<file path="src/rtl/mem_port_arbiter.sv">
// Arbitrates one synchronous-read RAM between fetch and data ports, with data priority,
// a starvation guard for fetch, response routing and a fetch-conflict counter.
module mem_port_arbiter #(
    parameter int unsigned ADDR_W     = 14,
    parameter int unsigned STARVE_MAX = 4
) (
    input  logic              clk,
    input  logic              resetn,
    input  logic              i_req,
    input  logic [ADDR_W-1:0] i_addr,
    input  logic              i_flush,
    output logic              i_gnt,
    output logic              i_rvalid,
    output logic [31:0]       i_rdata,
    input  logic              d_req,
    input  logic [ADDR_W-1:0] d_addr,
    input  logic [3:0]        d_wmask,
    input  logic [31:0]       d_wdata,
    output logic              d_gnt,
    output logic              d_rvalid,
    output logic [31:0]       d_rdata,
    output logic              ram_en,
    output logic [ADDR_W-1:0] ram_addr,
    output logic [3:0]        ram_wmask,
    output logic [31:0]       ram_wdata,
    input  logic [31:0]       ram_rdata,
    output logic [15:0]       conflict_cnt
);

    typedef enum logic [1:0] {StNone, StIResp, StDResp} owner_e;

    localparam logic [3:0] StarveMax = 4'(STARVE_MAX);

    owner_e      owner_q, owner_d;
    logic [3:0]  starve_q, starve_d;
    logic [31:0] i_hold_q, i_hold_d;
    logic [31:0] d_hold_q, d_hold_d;
    logic [15:0] conflict_q, conflict_d;
    logic        d_win, i_win;

    // Grants are gated by reset so nothing reaches the RAM while resetn is low.
    assign d_win = resetn & d_req & ~(i_req & (starve_q == StarveMax));
    assign i_win = resetn & i_req & ~d_win;

    assign d_gnt = d_win;
    assign i_gnt = i_win;

    always_comb begin
        ram_en    = i_win | d_win;
        ram_addr  = '0;
        ram_wmask = '0;
        if (d_win) begin
            ram_addr  = d_addr;
            ram_wmask = d_wmask;
        end else if (i_win) begin
            ram_addr = i_addr;
        end
    end

    assign ram_wdata = resetn ? d_wdata : '0;

    always_comb begin
        starve_d = starve_q;
        if (!i_req || i_win) begin
            starve_d = '0;
        end else if (d_win && (starve_q != StarveMax)) begin
            starve_d = starve_q + 4'd1;
        end
    end

    // Owner of the read data returning next cycle; writes and flushed fetches get none.
    always_comb begin
        owner_d = StNone;
        if (i_win && !i_flush) begin
            owner_d = StIResp;
        end else if (d_win && (d_wmask == 4'b0000)) begin
            owner_d = StDResp;
        end
    end

    assign i_rvalid = (owner_q == StIResp) & ~i_flush;
    assign d_rvalid = (owner_q == StDResp);

    always_comb begin
        i_hold_d = i_rvalid ? ram_rdata : i_hold_q;
        d_hold_d = d_rvalid ? ram_rdata : d_hold_q;
    end

    assign i_rdata = i_hold_d;
    assign d_rdata = d_hold_d;

    always_comb begin
        conflict_d = conflict_q;
        if (i_req && !i_win && (conflict_q != 16'hFFFF)) begin
            conflict_d = conflict_q + 16'd1;
        end
    end

    assign conflict_cnt = conflict_q;

    always_ff @(posedge clk or negedge resetn) begin
        if (!resetn) begin
            owner_q    <= StNone;
            starve_q   <= '0;
            i_hold_q   <= '0;
            d_hold_q   <= '0;
            conflict_q <= '0;
        end else begin
            owner_q    <= owner_d;
            starve_q   <= starve_d;
            i_hold_q   <= i_hold_d;
            d_hold_q   <= d_hold_d;
            conflict_q <= conflict_d;
        end
    end

endmodule

</file>
<file path="config.mk">
export PLATFORM = sky130hd
export DESIGN_NAME = mem_port_arbiter
export DESIGN_NICKNAME = d
export VERILOG_FILES = /design/src/rtl/mem_port_arbiter.sv
export SDC_FILE = /design/constraint.sdc
export NUM_CORES = 1
export LEC_CHECK = 0
export CAP_MARGIN = 40
export CORE_ASPECT_RATIO = 0.9
export CORE_UTILIZATION = 38
export DETAILED_ROUTE_END_ITERATION = 6
export GPL_TIMING_DRIVEN = 0
export PLACE_DENSITY = 0.81
export SYNTH_ARGS = -nofsm -noshare
export SYNTH_HDL_FRONTEND = slang
export SYNTH_SLANG_ARGS = --single-unit
</file>
<file path="constraint.sdc">
create_clock -name clk -period 1.9 [get_ports clk]
set_input_delay 0.19 -clock clk [delete_from_list [all_inputs] [get_ports clk]]
set_output_delay 0.19 -clock clk [all_outputs]
set_load 0.02 [all_outputs]
</file>
## After elaboration in Yosys (flattened, before gate mapping)

Index checks and enable logic that the tools add are counted.
Widths: inputs -> output; s select.

- Add/subtract/negate cells: 2
- Order comparisons: 0
- Multipliers: 0
- Div/mod/pow operators: 0
- Equal/unequal tests: 5
- Shifts and indexed selects: 0
- Bitwise gates (word level): 10
- Multiplexer cells: 10
- Reductions and logical operators: 11

Operators with widths:

| cell | count |
|---|---|
| $mux 32 | 3 |
| $mux 14 | 2 |
| $add 16x1->16 const B | 1 |
| $ne 16x16->1 const B | 1 |
| $mux 4 | 3 |
| $and 1x1->1 | 6 |
| $logic_and 1x1->1 | 5 |
| $add 4x1->4 const B | 1 |
| $eq 4x3->1 const B | 1 |
| $logic_not 4->1 | 1 |
| $mux 2 | 2 |
| $ne 4x3->1 const B | 1 |
| $logic_not 1->1 | 3 |
| $not 1->1 | 3 |
| $eq 2x1->1 const B | 1 |
| $eq 2x2->1 const B | 1 |
| $reduce_bool 2->1 | 1 |
| $logic_or 1x1->1 | 1 |
| $or 1x1->1 | 1 |

- RAM bits: 0
- Memories: 0
- Flip-flop bits (word level): 86
- Bits in latches: 0
- Output and inout bits: 135
- Word-level logic and storage cells: 43
- Memory bits (read-only): 0
- Bits of input ports: 101

## Longest topological paths before layout

Gate-level depths: netlist (run 1).

- Word-level depth: 9
- Gate-level depth with buffers: 8
- Mapped depth without buffers: 7

## Least setup slack after synthesis (run 1)

OpenSTA, ideal clock, no wires.

- Path kind: reg2reg
- Start: reg conflict_q[0] (netlist: conflict_cnt[0])
- End: reg conflict_q[12] (netlist: conflict_cnt[12])
- Path buffers: 1
- Arrival: 1.709 ns
- Period minus slack after synthesis: 1.833 ns
- Stages on the path, launching flop included: 6
- Slack: 0.067 ns
- Setup time: 0.125 ns
- Cell sequence: dfrtp_1 > ha_1 > nand4_1 > buf_2 > nor4_1 > mux2_2

- Word-level cells in the longest chain between the ends: 2

RTL lines:

| element | RTL line | text |
|---|---|---|
| from (decl) | 38 | `logic [15:0] conflict_q, conflict_d;` |
| from (signal assigned) | 113 | `conflict_q <= conflict_d;` |
| parallel branches: the longest is 2 deep, another holds $add 16x1->16 | -- |  |

Several ways; the timed one is not identified.
A chain may end at the register's enable or synchronous reset.

## Worst setup path after layout (run 1)

- Start: reg starve_q[1]
- End: out ram_addr[5]

- Word-level cells in the longest chain between the ends: 8

RTL lines:

| element | RTL line | text |
|---|---|---|
| from (decl) | 35 | `logic [3:0] starve_q, starve_d;` |
| from (signal assigned) | 110 | `starve_q <= starve_d;` |
| $eq 4x3->1 (*) | 42 | `assign d_win = resetn & d_req & ~(i_req & (starve_q == StarveMax));` |
| $and 1x1->1 (*) | 42 |  |
| $not 1->1 (*) | 42 |  |
| $and 1x1->1 (*) | 42 |  |
| $not 1->1 | 43 | `assign i_win = resetn & i_req & ~d_win;` |
| $and 1x1->1 | 43 |  |
| $mux 14 | 55 | `end else if (i_win) begin` |
| $mux 14 (*) | 52 | `if (d_win) begin` |
| to (decl) | 23 | `output logic [ADDR_W-1:0] ram_addr,` |

Every way passes the cells marked *; elsewhere a longest branch is shown, timed or not.

==> results.md, run 1 <==
- Run status: complete, but fails checks
- Violations in the final reports: setup timing
- Die Span X: 110 um
- Row cnt: 34
- Delay-heaviest family, CP: buffers and inverters
- Number of nets produced by synthesis: 410
- Min-Delay Path Class: input pin to register
- Number of global-route vias before repair: 3573
- Setup repair after global routing missed its margin: yes
- Critical path start-end classification: register to output pin
- Global router's overall resource usage: 22.5%
- Share of the cycle needed by the critical path after routing: 106%
- Hold violation total from the final report: 0
- Maximum buffer depth of the clock tree: 2
- Clock latency on the worst-skew pair: 0.34 ns
- Highest clock rate: 495 MHz
- Top cell type's share of synthesized area: around 54%
- Clock buffers created by TritonCTS: 9
- Area of the placeable core: 0.00987 mm2
- Port buffer count: about 240
- Global route overflow: 0
- Via count: 3599
- Biggest area consumer among synthesized cells: dfrtp_1
- Library cell appearing most often on the critical path: buf_6
- Cells taking the most area after synthesis: dfrtp_1 (54%), mux2_2 (20%), and2_1 (5.7%), a22o_1 (3.1%), xor2_1 (2.0%)
- Fin nets: 691
- Top_reg_cell synth: dfrtp_1
- Root buffer selected by CTS: clkbuf_16
- Synth warnings: 0
- Iter 0 DRT Violations: 125
- Post-route insts no fill: ~720
- Crit start category: register
- Hold path start: resetn
- Tightest slew margin relative to the limit: around 73%
- Chain of cells forming the critical path: inv_2 > ha_4 > nand4b_1 > nand3_2 > inv_4 > nor2_4 > buf_6 > a22o_1 > buf_6
- Initial antenna violation count: 0
- Final GP Congestion: approximately 0.77
- Gate count of the mapped netlist: 306
- Overall die height: 98.8 um
- Cell at the slowest stage of the critical path: dfrtp_1
- Layout overhead on the synthesized area: 93.1%
- Maximum vdd ir drop: 559 uV
- Path depth of the worst reg2reg path: 7
- Worst clock skew: about 0.0076 ns
- Number of stages on the worst hold path: 3
- Filler cells: 623
- Per-instance average area after synthesis: 12.9 um2
- Die Footprint: around 0.011 mm2
- Half-perimeter wire length of the detailed placement result: 9.06 mm
- Final std cell area, no fill: approximately 0.0076 mm2
- Clock tree from TritonCTS: done
- Transition at the pin with the smallest max-transition slack: 0.399 ns
- Clock edge transition at the registers on the reported setup and hold paths: approximately 0.07 ns
- WP buf/inv: 4
- Num ports: 236
- Total instance count after detailed placement: 668
- Number of clock sinks: 86
- DR WL/cell: 18.3 um
- Summed instance area of the synthesized netlist: roughly 0.004 mm2
- PwrDens: 925 mW/mm2
- Number of failing setup endpoints in the final timing report: 60
- Pre-CTS setup slack: -0.759 ns
- Data arrival time of the critical path: 1.83 ns
- Leakage power figure: approximately 3.4 nW
- Minimum period implied by the final worst setup slack: 2.02 ns
- Maximum level of the CTS H-tree: 3
- RR Startpoint: starve_q[1]$_DFFE_PN0P_
- Drt via density: between 5 and 6
- Number of distinct standard cells referenced by the synthesized netlist: 38
- Capturing element type of the critical path: output pin
- Part of the Yosys area used for sequential elements: 54.4%
- WL final: ~13 mm
- Share of async-settable or async-resettable flops after synthesis: between 90% and 100%
- Pin count of the biggest net entering global routing: 49
- Area of placed instances: 0.00649 mm2
- Least setup slack across all paths after layout: -0.121 ns
- Iteration count of the initial detailed-routing pass: 6
- CP max FO: 5
- Endpoint of the worst hold path: owner_q[0]$_DFF_PN0_
- Count of final max-slew check failures: 0
- Delay of the slowest cell on the worst path: approximately 0.40 ns
- Residual antenna-violating net count after detailed routing: 0
- Proportion of layout cells with a drive suffix above 1: between 40% and 50%
- Wire length of the first global-routing pass: between 15 and 20 mm
- Number of enable flip-flop cells after synthesis: 0
- Effective utilization at floorplan: 40.0%
- Antenna Cells: 0
- Drc violations: 0
- R2R setup slack: 0.05 ns
- Number of max-cap violations: 0
- Fin util: 77.3%
- Post-synthesis sequential element count: between 80 and 90
- Worst r2r dst: conflict_cnt[15]$_DFFE_PN0P_
- Design Power: 7.06 mW
- Required time of the worst setup path: 1.71 ns
where the power goes:
group / switching (mW) / total, mW / leakage (nW) / internal, mW
Clock: 0.795 / 1.71 / 0.141 / 0.917
Sequential: 0.233 / 2.45 / 1.08 / 2.22
Combinational: 1.31 / 2.90 / 2.21 / 1.59
state kept, by name, indices dropped and copies added, names as in the netlist:
signal,count
i_hold_q,32
owner_q,2
starve_q,4
conflict_cnt,16
d_hold_q,32
cell usage after synthesis, types with 2 or more instances:
cell type and n:
dfrtp_1 86, mux2_2 70, and2_1 36, a22o_1 14, buf_2 9, nand3_1 9, xor2_1 9, nor4_1 8
clkbuf_1 7, nand2_1 6, nor3_1 6, inv_1 5, nor2_1 4, o21ai_0 4, ha_1 3, nand2b_1 3
a31oi_1 2, and3_1 2, nand4_4 2, nand4b_1 2, nor2_2 2
logic make-up after synthesis:
family	synth area share, %
simple gates	14.6
flops	54.4
mux	20.3
compound gates	5.16
buf+inv	2.28
xor+xnor	2.22
fa+ha+maj	0.950
through the flow:
step	hold slack (ns)	setup TNS, ns
floorplan	-0.106	0
global placement	0.479	-483.65
detailed placement	0.222	-57.53
CTS	0.208	-2.63
global route	0.226	-8.42
finish	0.219	-3.23
repair_timing:
action	CTS	global route
endpoints found under the hold margin	38	0
hold buffers	2	0
setup buffers	8	17
pin swaps	4	6
endpoints found under the setup margin	119	87
resized for setup	499	112
cloned	2	5
worst max-delay path by stage:
stage,from,to,slack [ns],cells past startpoint
after CTS,starve_q[1]$_DFFE_PN0P_,ram_addr[2],-0.08,9
after global routing,starve_q[1]$_DFFE_PN0P_,ram_addr[9],-0.20,9
after floorplan,conflict_cnt[0]$_DFFE_PN0P_,conflict_cnt[12]$_DFFE_PN0P_,0.07,5
final,starve_q[1]$_DFFE_PN0P_,ram_addr[5],-0.12,9
after global placement,resetn,ram_wmask[0],-3.96,6
after detailed placement,i_req,ram_wmask[0],-0.76,7
tightest hold or removal path, stage by stage:
cell,delay [ns]
buf_12,0.11
nand2_1,0.14
nor3_1,0.07
layer usage:
layer	global-route usage, %	wire length [um]	part of all wire (%)	vias up
met3	5.29	861	6.6	21
li1	-	-	-	1661
met1	25.0	4840	37	1758
met4	8.10	371	2.8	0
met5	0	0	0	-
met2	41.5	7070	54	159
cell usage in the layout (no fill, tap or decap), types with 8 or more instances in the layout:
cell / Yosys / routed
mux2_4: 1 / 54
a22o_1: 14 / 14
dfrtp_1: 86 / 86
clkdlybuf4s50_1: 0 / 148
buf_4: 0 / 27
clkbuf_16: 0 / 15
xor2_1: 9 / 9
buf_2: 9 / 10
nand3_1: 9 / 8
buf_6: 0 / 76
and2_1: 36 / 32
mux2_2: 70 / 17
cell type report:
class | instances | area, um2 | area share [%]
Buffer | 16 | 225 | 2.95
Clock buffer | 9 | 225 | 2.95
Clock inverter | 7 | 61.3 | 0.803
Inverter | 5 | 21.3 | 0.279
Multi-Input combinational cell | 199 | 2000 | 26.1
Sequential cell | 86 | 2150 | 28.2
Tap cell | 126 | 158 | 2.07
Timing Repair Buffer | 270 | 2790 | 36.6
Power figures use the tool's default switching activity.
==> run 2, diff against run 1 <==
==> constraint.sdc (replaced) <==
create_clock -name clk -period 2.25 [get_ports clk]
set_input_delay 0.225 -clock clk [delete_from_list [all_inputs] [get_ports clk]]
set_output_delay 0.225 -clock clk [all_outputs]
set_load 0.02 [all_outputs]
==> run 2 against run 1 <==
  * The flow now finishes without violations
  * Clock power down 16%
  * Sequential share of layout area up 3.5 points
  * Die area unchanged
  * First-iteration DRC count down 25%
  * Count of clock-buffer cells in the layout unchanged
  * Wire length down 11%
  * Cell count down 3.8%
  * Sequential power down 16%
  * Critical endpoint is now i_rdata[26]
  * Highest routed layer unchanged
==> results.md, run 2 (synthesis results as in run 1) <==
- Run status: complete, no violations
- Internal power consumption: 3.57 mW (-24%)
- Half-perimeter wire length of the detailed placement result: 9.06 mm (unchanged)
- Min-Delay Path Class: input pin to register
- Most frequent standard cell in the layout excluding fill and tap cells: clkdlybuf4s50_1
- Critical path start-end classification: register to output pin
- WL final: 11.7 mm (-11%)
- Total instance count after detailed placement: 668 (unchanged)
- Crit start category: register
- Sum of negative setup slack: 0 ns (+3.23 ns)
- Number of clock sinks: 86 (unchanged)
- Switching Fraction: 33.8% (+0.74 points)
- Effective utilization at floorplan: 40.0% (unchanged)
- Wire length of the first global-routing pass: 17.8 mm (-3.4%)
- Capturing element type of the critical path: output pin
- Least setup slack across all paths after layout: 0.0905 ns (+0.211 ns)
- Commonest cells after routing, fill and taps aside: clkdlybuf4s50_1 (150), dfrtp_1 (86), mux2_2 (70)
- Clock latency on the worst-skew pair: 0.33 ns (about the same)
- Number of global-route vias before repair: 3522 (-1.4%)
- Row cnt: 34 (unchanged)
- Clock tree from TritonCTS: done
- Pin count of the biggest net entering global routing: 49 (unchanged)
- DR WL/cell: 16.9 um (-7.9%)
- Sequential Power Share: 38.1% (+3.4 points)
- Die Span X: 110 um (unchanged)
- Crit. Startpoint: owner_q[1]$_DFF_PN0_
- Overall die height: 98.8 um (unchanged)
- Via count: 3416 (-5.1%)
- Tightest slew margin relative to the limit: 73.8% (+0.55 points)
- Area of the placeable core: 0.00987 mm2 (unchanged)
- Highest clock rate: 463 MHz
- Final std cell area, no fill: 0.00680 mm2 (-11%)
- Fraction of met3 tracks used by global routing: 5.16% (-0.13 points)
- Drt via density: 4.94 (-1.4%)
- Hold path start: resetn
- Comb pwr share: 35.4% (-5.7 points)
- Transition at the pin with the smallest max-transition slack: 0.393 ns (-0.00639 ns)
- Maximum buffer depth of the clock tree: 2 (unchanged)
- Area of placed instances: 0.00649 mm2 (unchanged)
- Met2 demand-to-capacity share in global routing: 40.7% (-0.82 points)
- Antenna Cells: 0 (unchanged)
- Layout overhead on the synthesized area: 72.0%
- Met1 demand-to-capacity share in global routing: 23.3% (-1.7 points)
- Most crowded layer after global routing: met2
- Pre-CTS setup slack: -0.479 ns (+0.280 ns)
- Initial antenna violation count: 0 (unchanged)
- Residual antenna-violating net count after detailed routing: 0 (unchanged)
- Iter 0 DRT Violations: 94 (-25%)
- CP max FO: 10 (+5)
- Global route overflow: 0 (unchanged)
- Num ports: 236 (unchanged)
- Count of final max-slew check failures: 0 (unchanged)
- Number of max-cap violations: 0 (unchanged)
- Required time of the worst setup path: 2.03 ns (+0.32 ns)
- Minimum period implied by the final worst setup slack: around 2.2 ns
- Hold violation total from the final report: 0 (unchanged)
- Clock power frac: 26.5% (+2.3 points)
- Data arrival time of the critical path: 1.93 ns (+0.10 ns)
- Root buffer selected by CTS: clkbuf_16
- Proportion of layout cells with a drive suffix above 1: 23.7% (-18 points)
- Leakage power figure: 3.13 nW (-8.9%)
- Die Footprint: 0.0108 mm2 (unchanged)
- Fin nets: 664 (-3.9%)
- Global router's overall resource usage: 21.7% (-0.83 points)
- PwrDens: 793 mW/mm2 (-14%)
- Clock edge transition at the registers on the reported setup and hold paths: 0.06 ns (about the same)
- Net load switching power: 1.83 mW (-22%)
- Setup repair after global routing missed its margin: no
- Port buffer count: 235 (unchanged)
- Clock buffers created by TritonCTS: 9 (unchanged)
- Iteration count of the initial detailed-routing pass: 4 (-2)
- Worst Hold Margin: 0.231 ns (+0.0121 ns)
- RR Startpoint: conflict_cnt[0]$_DFFE_PN0P_
- Worst clock skew: 0.00689 ns (-0.000710 ns)
- Maximum level of the CTS H-tree: 3 (unchanged)
- Post-route insts no fill: 691 (-3.8%)
- Drc violations: 0 (unchanged)
- Final GP Congestion: 0.772 (unchanged)
- Number of failing setup endpoints in the final timing report: 0 (-100%)
- Maximum vdd ir drop: 398 uV (-29%)
- Share of the cycle needed by the critical path after routing: 96.0%
## run 2: cell types whose count changed in the layout (fill, tap and decap cells not counted), sizes merged
cell           delta
clkdlybuf4s15     +5
buf              -93
clkbuf            -4
dlymetal6s2s      +4
dlygate4sd2      +59
clkdlybuf4s50     +2
## run 2: path summary, 6_finish.rpt
kind                                                     end  slack, ns  depth (start not counted)
worst max-delay path                             i_rdata[26]       0.09                          5
worst min-delay path                    owner_q[1]$_DFF_PN0_       0.23                          3
worst max register to register  conflict_cnt[14]$_DFFE_PN0P_       0.39                          5
worst min register to register        d_hold_q[12]$_DFF_PN0_       0.49                          1
max in group asynchronous             d_hold_q[12]$_DFF_PN0_       1.42                          3
min in group asynchronous              d_hold_q[7]$_DFF_PN0_       0.61                          3
## run 2: power groups by stage
stage / clock network [mW] / registers [mW] / logic, mW
after floorplan: 0 / 2.13 / 0.923
after global placement: 0 / 2.06 / 2.05
after detailed placement: 0 / 2.09 / 2.10
after CTS: 1.46 / 2.06 / 1.94
after global routing: 1.54 / 2.10 / 2.03
final: 1.43 / 2.05 / 1.91
## run 2: final cells by class
type	count	area [um2]
fill	772	3070
multi-input combinational	199	1730
inverter	5	21.3
clock inverter	7	61.3
tap	126	158
buffer	16	140
timing repair buffer	243	2320
clock buffer	9	225
sequential	86	2150
## run 2: routing by layer
metal,up-vias,wire (um),part of all wire [%]
li1,1601,-,-
met1,1659,4340,37
met2,141,6210,53
met3,15,848,7.3
met4,0,258,2.2
met5,-,0,0
## run 2: stage by stage
| step | power, mW | utilization (%) |
|---|---|---|
| after floorplan | 3.06 | - |
| after global placement | 4.12 | 65.5 |
| after detailed placement | 4.19 | 65.7 |
| after CTS | 5.46 | 68.9 |
| after global routing | 5.67 | 68.9 |
| final | 5.40 | 68.9 |
## run 2: worst max-delay path, stage by stage, from the launching register on
cell	delay [ns]
dfrtp_1	0.40
nor3b_4	0.16
buf_4	0.18
buf_6	0.16
mux2_2	0.35
dlygate4sd2_1	0.34
## run 2: what timing repair did
item	CTS	global route
resized for setup	143	20
buffers inserted	4	1
pin swaps	2	1
hold buffers	2	0
setup endpoints to repair	116	52
hold endpoints to repair	38	0
==> run 3, diff against run 2 <==
==> constraint.sdc (replaced) <==
create_clock -name clk -period 2.25 [get_ports clk]
set_input_delay 0.3375 -clock clk [delete_from_list [all_inputs] [get_ports clk]]
set_output_delay 0.3375 -clock clk [all_outputs]
set_load 0.02 [all_outputs]
==> run 3 against run 2 <==
  * The flow now finishes with violations (setup timing)
  * Sequential power about the same
  * Fmax down 4.9%
  * Setup slack worse by 0.11 ns
  * Cell count up 0.43%
  * Critical path depth up 5
  * Largest cell class unchanged
==> results.md, run 3 (synthesis results as in run 1) <==
- Run status: complete, but fails checks
- Violations in the final reports: setup timing
- Critical path start-end classification: register to output pin
- Hold violation total from the final report: 0 (unchanged)
- Root buffer selected by CTS: clkbuf_16
- Proportion of layout cells with a drive suffix above 1: 36.3% (+13 points)
- Capturing element type of the critical path: output pin
- Half-perimeter wire length of the detailed placement result: 9.06 mm (unchanged)
- Wire length of the first global-routing pass: 18.0 mm (+1.0%)
- Pre-CTS setup slack: -0.704 ns (-0.225 ns)
- PwrDens: 803 mW/mm2 (+1.2%)
- Clock buffers created by TritonCTS: 9 (unchanged)
- Setup repair after global routing missed its margin: yes
- Row cnt: 34 (unchanged)
- Global router's overall resource usage: 21.9% (+0.17 points)
- Initial antenna violation count: 0 (unchanged)
- Worst clock skew: 0.00479 ns (-0.00210 ns)
- Die Span X: 110 um (unchanged)
- DR WL/cell: 17.0 um (+0.65%)
- Num ports: 236 (unchanged)
- Iter 0 DRT Violations: 79 (-16%)
- Crit start category: register
- Fin nets: 667 (+0.45%)
- WL final: 11.8 mm (+1.1%)
- Number of global-route vias before repair: 3541 (+0.54%)
- Global route overflow: 0 (unchanged)
- Maximum buffer depth of the clock tree: 2 (unchanged)
- Maximum vdd ir drop: 389 uV (-2.4%)
- Transition at the pin with the smallest max-transition slack: 0.393 ns (unchanged)
- Antenna Cells: 0 (unchanged)
- Leakage power figure: 3.06 nW (-2.1%)
- Required time of the worst setup path: 1.91 ns (-0.12 ns)
- Area of the placeable core: 0.00987 mm2 (unchanged)
- Minimum period implied by the final worst setup slack: 2.27 ns (+0.112 ns)
- Pin count of the biggest net entering global routing: 49 (unchanged)
- Least setup slack across all paths after layout: -0.0214 ns (-0.112 ns)
- Port buffer count: 235 (unchanged)
- CP max FO: 6 (-4)
- Overall die height: 98.8 um (unchanged)
- Effective utilization at floorplan: 40.0% (unchanged)
- Clock edge transition at the registers on the reported setup and hold paths: 0.06 ns (about the same)
- Number of clock sinks: 86 (unchanged)
- Via count: 3440 (+0.70%)
- Commonest cells after routing, fill and taps aside: clkdlybuf4s50_1 (146), dfrtp_1 (86), mux2_2 (70)
- Maximum level of the CTS H-tree: 3 (unchanged)
- Layout overhead on the synthesized area: 68.7%
- Die Footprint: 0.0108 mm2 (unchanged)
- Clock tree from TritonCTS: done
- Residual antenna-violating net count after detailed routing: 0 (unchanged)
- Design Power: 5.35 mW (-0.79%)
- Number of max-cap violations: 0 (unchanged)
- Share of the cycle needed by the critical path after routing: 101% (+5.0 points)
- Iteration count of the initial detailed-routing pass: 4 (unchanged)
- Clock latency on the worst-skew pair: 0.33 ns (about the same)
- Final GP Congestion: 0.772 (unchanged)
- Post-route insts no fill: 694 (+0.43%)
- Number of failing setup endpoints in the final timing report: 1 (+1)
- Tightest slew margin relative to the limit: 73.8% (unchanged)
- Count of final max-slew check failures: 0 (unchanged)
- Most frequent standard cell in the layout excluding fill and tap cells: clkdlybuf4s50_1
- Highest clock rate: 440 MHz (-4.9%)
- Data arrival time of the critical path: 1.93 ns (about the same)
- Drc violations: 0 (unchanged)
- Min-Delay Path Class: input pin to register
- Total instance count after detailed placement: 668 (unchanged)
- Drt via density: 4.96 (+0.27%)
==> run 3: cell count changes in the layout (fill, tap and decap cells not counted), sizes merged <==
cell and delta:
buf +19, clkbuf +48, clkdlybuf4s15 -3, clkdlybuf4s50 -4
dlygate4sd2 -56, dlymetal6s2s -1
==> run 3: worst paths after layout <==
kind | from | end | slack, ns | cells after the start
worst min register to register | d_hold_q[12]$_DFF_PN0_ | d_hold_q[12]$_DFF_PN0_ | 0.50 | 1
worst max register to register | starve_q[1]$_DFFE_PN0P_ | conflict_cnt[13]$_DFFE_PN0P_ | 0.32 | 8
worst min-delay path | resetn | owner_q[0]$_DFF_PN0_ | 0.36 | 3
max in group asynchronous | resetn | d_hold_q[12]$_DFF_PN0_ | 1.32 | 3
worst max-delay path | starve_q[1]$_DFFE_PN0P_ | ram_addr[2] | -0.02 | 10
min in group asynchronous | resetn | i_hold_q[10]$_DFF_PN0_ | 0.71 | 3
==> run 3: routing by layer <==
layer	vias to the layer above	GRT usage (%)	part of all wire, %
li1	1611	-	-
met1	1673	23.6	37
met2	141	40.9	53
met3	15	5.22	7.2
met4	0	8.10	2.2
met5	-	0	0
==> run 3: what timing repair did <==
| action | 4_1_cts | 5_1_grt |
|---|---|---|
| buffers inserted | 5 | 2 |
| pin swaps | 2 | 4 |
| resized for setup | 251 | 90 |
| cloned | 1 | 0 |
| endpoints found under the setup margin | 119 | 74 |
| endpoints found under the hold margin | 38 | 0 |
| hold buffers | 2 | 0 |
==> run 3: final cells by class <==
cell class	count	area, um2
clock buffer	9	225
tap	126	158
timing repair buffer	246	2150
fill	786	3200
buffer	16	153
inverter	5	21.3
clock inverter	7	61.3
sequential	86	2150
multi-input combinational	199	1750
==> run 3: power breakdown <==
| part | switching (mW) | internal, mW |
|---|---|---|
| registers | 0.185 | 1.87 |
| logic | 0.998 | 0.869 |
| clock network | 0.658 | 0.774 |
| total | 1.84 | 3.51 |
==> run 3: per-stage QoR <==
stage | hold slack, ns | instance area [um2] | utilization (%) | setup TNS (ns)
4_1_cts | 0.360 | 6840 | 69.3 | -0.0757
2_1_floorplan | 0.0419 | 3950 | - | 0
5_1_grt | 0.386 | 6670 | 67.6 | -0.266
3_5_place_dp | 0.370 | 6490 | 65.7 | -46.06
3_3_place_gp | 0.479 | 6460 | 65.5 | -451.04
6_report | 0.360 | 6670 | 67.6 | -0.0214
==> run 3: worst max-delay path, stage by stage, from the launching register on <==
cell and delay, ns:
dfrtp_1 0.41, inv_2 0.10, ha_4 0.14, nand4b_1 0.11
nand3_2 0.12, inv_4 0.06, nor2_4 0.19, buf_6 0.13
buf_6 0.08, a22o_1 0.14, buf_6 0.12
